File: src/rtl/axi_llc_pkg.sv
// Shared LLC types: tag-SRAM scheduler state and the tag SRAM request record.
// The request record here is sized for the default tag geometry.
package axi_llc_pkg;

    typedef enum logic {
        SWEEP = 1'b0,
        RUN   = 1'b1
    } tag_sched_state_e;

    localparam int unsigned TagAddrWidth = 10;
    localparam int unsigned TagDataWidth = 128;
    localparam int unsigned TagBeWidth   = 16;

    // Arbiter request/grant bit positions.
    localparam int unsigned ReqLookup = 0;
    localparam int unsigned ReqUpdate = 1;

    typedef struct packed {
        logic                    we;
        logic [TagAddrWidth-1:0] addr;
        logic [TagDataWidth-1:0] wdata;
        logic [TagBeWidth-1:0]   be;
    } tag_sram_req_t;

endpackage

File: src/rtl/axi_llc_tag_rr_arb.sv
// Two-requester round-robin arbiter; rr_q names the side that wins a tie.
module axi_llc_tag_rr_arb
    import axi_llc_pkg::*;
(
    input  logic       clk_i,
    input  logic       rst_i,
    input  logic [1:0] elig_i,
    output logic [1:0] gnt_o
);

    logic rr_q, rr_d;

    // rr_q == 0 favours lookup; only a contested grant moves the pointer.
    always_comb begin
        gnt_o = elig_i;
        rr_d  = rr_q;
        if (elig_i == 2'b11) begin
            gnt_o = '0;
            if (rr_q) begin
                gnt_o[ReqUpdate] = 1'b1;
            end else begin
                gnt_o[ReqLookup] = 1'b1;
            end
            rr_d = ~rr_q;
        end
    end

    always_ff @(posedge clk_i) begin
        if (rst_i) begin
            rr_q <= 1'b0;
        end else begin
            rr_q <= rr_d;
        end
    end

endmodule

File: src/rtl/axi_llc_tag_sram_sched.sv
// Shares one single-port tag SRAM between lookup reads and update writes,
// and clears the whole array after reset and on flush.
module axi_llc_tag_sram_sched
    import axi_llc_pkg::*;
#(
    parameter int unsigned NumWords  = 1024,
    parameter int unsigned DataWidth = 128,
    parameter int unsigned ByteWidth = 8,
    parameter int unsigned AddrWidth = (NumWords > 1) ? $clog2(NumWords) : 1,
    parameter int unsigned BeWidth   = (DataWidth + ByteWidth - 1) / ByteWidth
) (
    input  logic                 clk_i,
    input  logic                 rst_i,
    input  logic                 flush_i,
    output logic                 init_done_o,
    input  logic                 lookup_valid_i,
    output logic                 lookup_ready_o,
    input  logic [AddrWidth-1:0] lookup_addr_i,
    input  logic                 update_valid_i,
    output logic                 update_ready_o,
    input  logic [AddrWidth-1:0] update_addr_i,
    input  logic [DataWidth-1:0] update_data_i,
    input  logic [BeWidth-1:0]   update_be_i,
    output logic                 rsp_valid_o,
    input  logic                 rsp_ready_i,
    output logic [DataWidth-1:0] rsp_data_o,
    output logic                 sram_req_o,
    output logic                 sram_we_o,
    output logic [AddrWidth-1:0] sram_addr_o,
    output logic [DataWidth-1:0] sram_wdata_o,
    output logic [BeWidth-1:0]   sram_be_o,
    input  logic [DataWidth-1:0] sram_rdata_i
);

    typedef logic [AddrWidth-1:0] addr_t;
    typedef logic [DataWidth-1:0] data_t;
    typedef logic [BeWidth-1:0]   be_t;

    typedef struct packed {
        logic  we;
        addr_t addr;
        data_t wdata;
        be_t   be;
    } sram_req_t;

    localparam addr_t LastAddr = addr_t'(NumWords - 1);

    // Handshakes: valid never depends on ready; a transfer happens in any
    // cycle where valid && ready. Ready here is the arbiter grant itself.
    tag_sched_state_e state_q, state_d;
    addr_t            cnt_q, cnt_d;
    logic             rsp_valid_q, rsp_valid_d;
    logic             rsp_fresh_q;
    data_t            hold_q;
    logic [1:0]       elig, gnt;
    logic             sweep_req;
    sram_req_t        req;

    always_comb begin
        state_d     = state_q;
        cnt_d       = cnt_q;
        init_done_o = 1'b0;
        elig        = '0;
        sweep_req   = 1'b0;
        if (!rst_i) begin
            case (state_q)
                SWEEP: begin
                    sweep_req = 1'b1;
                    if (cnt_q == LastAddr) begin
                        cnt_d   = '0;
                        state_d = RUN;
                    end else begin
                        cnt_d = cnt_q + addr_t'(1);
                    end
                end
                RUN: begin
                    init_done_o = 1'b1;
                    if (flush_i) begin
                        state_d = SWEEP;
                    end else begin
                        elig[ReqLookup] = lookup_valid_i && (!rsp_valid_q || rsp_ready_i);
                        elig[ReqUpdate] = update_valid_i;
                    end
                end
                default: state_d = SWEEP;
            endcase
        end
    end

    axi_llc_tag_rr_arb u_arb (
        .clk_i  (clk_i),
        .rst_i  (rst_i),
        .elig_i (elig),
        .gnt_o  (gnt)
    );

    assign lookup_ready_o = gnt[ReqLookup];
    assign update_ready_o = gnt[ReqUpdate];

    always_comb begin
        req        = '0;
        sram_req_o = 1'b0;
        if (sweep_req) begin
            sram_req_o = 1'b1;
            req.we     = 1'b1;
            req.addr   = cnt_q;
            req.be     = '1;
        end else if (gnt[ReqLookup]) begin
            sram_req_o = 1'b1;
            req.addr   = lookup_addr_i;
        end else if (gnt[ReqUpdate]) begin
            sram_req_o = 1'b1;
            req.we     = 1'b1;
            req.addr   = update_addr_i;
            req.wdata  = update_data_i;
            req.be     = update_be_i;
        end
    end

    assign sram_we_o    = req.we;
    assign sram_addr_o  = req.addr;
    assign sram_wdata_o = req.wdata;
    assign sram_be_o    = req.be;

    // Read data is live only in the cycle right after the read; a stalled
    // response replays the captured copy so later writes cannot disturb it.
    assign rsp_valid_d = gnt[ReqLookup] || (rsp_valid_q && !rsp_ready_i);
    assign rsp_valid_o = rsp_valid_q;
    assign rsp_data_o  = rsp_fresh_q ? sram_rdata_i : hold_q;

    always_ff @(posedge clk_i) begin
        if (rst_i) begin
            state_q     <= SWEEP;
            cnt_q       <= '0;
            rsp_valid_q <= 1'b0;
            rsp_fresh_q <= 1'b0;
            hold_q      <= '0;
        end else begin
            state_q     <= state_d;
            cnt_q       <= cnt_d;
            rsp_valid_q <= rsp_valid_d;
            rsp_fresh_q <= gnt[ReqLookup];
            if (rsp_fresh_q) begin
                hold_q <= sram_rdata_i;
            end
        end
    end

endmodule

File: config.mk
export PLATFORM = sky130hd
export DESIGN_NAME = axi_llc_tag_sram_sched
export DESIGN_NICKNAME = d
export VERILOG_FILES = /design/src/rtl/axi_llc_pkg.sv /design/src/rtl/axi_llc_tag_rr_arb.sv /design/src/rtl/axi_llc_tag_sram_sched.sv
export SDC_FILE = /design/constraint.sdc
export NUM_CORES = 1
export LEC_CHECK = 0
export ABC_CLOCK_PERIOD_IN_PS = 7050
export CAP_MARGIN = 40
export CORE_AREA = 3 3 229 231
export CTS_CLUSTER_SIZE = 12
export DETAILED_ROUTE_END_ITERATION = 10
export DIE_AREA = 0 0 232 234
export PLACE_DENSITY = 0.43
export SLEW_MARGIN = 15
export SYNTH_ARGS = -nofsm -noshare
export SYNTH_HDL_FRONTEND = slang
export SYNTH_HIERARCHICAL = 1
export SYNTH_SLANG_ARGS = --single-unit
File: constraint.sdc
create_clock -name clk_i -period 7.05 [get_ports clk_i]
set_input_delay 2.115 -clock clk_i [delete_from_list [all_inputs] [get_ports clk_i]]
set_output_delay 2.115 -clock clk_i [all_outputs]
set_load 0.01 [all_outputs]
==> results.yml <==
worst_setup_path:
  worstPathRequired_ns: 4.93
  cp-end-kind: "primary output"
  crit_arrival_ns: 4.67
  crit_type: "in2out"
  start_kind: "primary input"
  critPathMaxFanout: 21
logic_synthesis:
  ys_async_sr_fraction: 0
  yosys.area.top_type_share: 0.4151
  avgSynthCellArea_sq_um: 9.896
  yosys_warnings: 6
  synth_edf_count: 0
  synthFlopType: "dfxtp_1"
  ys_ff_latch: 142
  yosys.area.top_type: "dfxtp_1"
  synth_seq_area_share: 0.4151
  syn-num-nets: 991
  yosysUniqueCellTypes: 41
  yosysMostFrequentCell: "dfxtp_1"
  netlist_instances: 692
  synthTopCellsByArea: "dfxtp_1 (42%), mux2_2 (21%), nor2b_1 (12%)"
  synthTopCellsByCount: "dfxtp_1 (142), nor2b_1 (134), and2_1 (129), mux2_2 (129), clkbuf_1 (22)"
  mappedNetlistArea_sq_um: 6848
detailed_routing:
  totalWireLength_mm: 41.05
  first_pass_iters: 4
  via_per_inst: 3.666
  post_drt_wl_per_cell_um: 21.07
  drt_iter0_drc: 283
  dr_total_vias: 7142
  drc: 0
  ant_nets: 0
floorplan:
  die_y_um: 234
  coreArea_sq_um: 50270
  dieArea_sq_um: 54290
  initial_utilization: 0.1362
  die_w_um: 232
  pin_count: 586
  rows: 82
timing:
  min_period_ns: 6.788
  holdWs_ns: 0.5026
  finalSetupViolations: 0
  fin_setup_tns_ns: 0
  max_freq_ghz: 0.1473
  final_max_slew_viol_count: 0
  rsz0062_at_grt: "no"
  max_slew_margin: 0.5358
  fin_crit_sh: 0.9628
  hold_viol: 0
  worst_pin_slew_ns: 0.6962
  finClkSkew_ns: 0.008444
cts:
  h-tree-depth: 4
  root_buffer: "clkbuf_16"
  holdBufCountCts: 0
  clkTransAtPathRegs_ns: 0.07
  cts_sinks: 142
  clock_latency_ns: 0.44
  cts_buffer_depth: 2
  cts_buffers: 17
  cts_tree: "done"
finish:
  nNetsFinal: 1555
  drive_gt1_frac: 0.1458
  area_growth_pct: 106.4
  final_cell_area_sq_um: 14130
  fin_util: 0.2811
global_routing:
  overflow: 0
  antenna_found_initial: 13
  grt_pass1_wl_mm: 54.56
  grt_pass1_vias: 7058
  grt_max_degree: 97
  groute.usage.overall: 0.1413
job:
  drv_cap: 0
place:
  placed_area_sq_um: 13450
  port_buffers: 585
  gp_congestion: 0.8504
  dp_hpwl_mm: 33.36
power:
  power.leakage_nw: 5.363
  p_per_area_nw_per_um2: 139.2
  ir_drop_mv: 0.1279
worst_hold_path:
  hp-class: "reg2reg"
outcome:
  status: "completed"
==> placed cells by master, fill, tap and decap left out, types with 4 or more instances in the layout <==
cell type / instances
inv_8: 7
a22oi_1: 9
mux2_2: 129
nor2_1: 4
and2_1: 129
nand2_1: 14
inv_6: 4
clkdlybuf4s50_1: 584
diode_2: 7
a21o_1: 17
buf_4: 9
clkbuf_16: 18
nor2b_1: 132
o21ai_0: 11
a21oi_1: 5
dfxtp_1: 141
==> logic make-up (layout without fill, tap and decap cells) <==
| group | after synthesis | after routing | share of synthesized area |
|---|---|---|---|
| adder cells (fa/ha/maj) | 1 | 1 | 0.001827 |
| flip-flops | 142 | 142 | 0.4151 |
| XOR/XNOR | 3 | 3 | 0.003838 |
| multiplexers | 129 | 129 | 0.2121 |
| AND/OR/NAND/NOR | 304 | 304 | 0.2743 |
| AO/OA/AOI/OAI | 55 | 55 | 0.05427 |
| other | 0 | 7 | 0 |
| buffers and inverters | 58 | 635 | 0.03855 |
==> what timing repair did <==
action	CTS	global route
buffers inserted	0	1
resized for setup	1	3
gates cloned	0	1
setup endpoints to repair	1	96
==> path summary, 6_finish.rpt <==
| kind | from | end | slack (ns) | cells after the start |
|---|---|---|---|---|
| setup / recovery | flush_i | sram_wdata_o[55] | 0.26 | 9 |
| hold / removal | rsp_valid_o | rsp_valid_o | 0.50 | 2 |
| hold reg to reg | rsp_valid_o | rsp_valid_o | 0.50 | 2 |
| setup reg to reg | state_q | rsp_valid_o | 4.89 | 7 |
==> cell type report <==
cell class              instances  area (sq um)
clock inverters                15         162.7
inverters                       3         11.26
flip-flops and latches        142          2846
fillers                      5344         36140
clock buffers                  17         425.4
diodes                          7         17.52
repair buffers                600          6065
well taps                     672         840.8
multi-input cells             492          3762
==> per-layer routing <==
layer,vias to the layer above,GRT usage,wire (um)
met5,-,0,60
met4,8,0.02730,357
met3,26,0.05952,3817
met2,286,0.1924,17290
met1,3394,0.2055,19520
li1,3428,-,-
==> stage by stage <==
stage	cells	setup slack [ns]	total power, mW
floorplan	692	0.6524	0.8540
global placement	1905	0.06220	1.061
detailed placement	1906	0.02717	1.062
CTS	1938	0.08383	2.021
global route	1943	0.06915	2.063
finish	1948	0.2622	1.966
==> power by group <==
group	switching [mW]	internal (mW)
clock network	0.441	0.478
logic	0.0747	0.165
registers	0.00428	0.803
total	0.520	1.45
==> worst max-delay path: stages <==
cell	delay, ns
clkdlybuf4s50_1	0.40
nor2b_1	0.18
and2_1	0.21
a21boi_2	0.21
nor2b_2	0.20
nor2b_4	0.26
buf_4	0.27
and2_1	0.24
clkdlybuf4s50_1	0.58
==> registers in the layout, summed over array words and instances, names as in the netlist <==
register,cells
cnt_q,10
rsp_valid_o,1
hold_q,128
u_arb/rr_q,1
rsp_fresh_q,1
state_q,1
No activity file was read; power rests on OpenSTA's default activity.
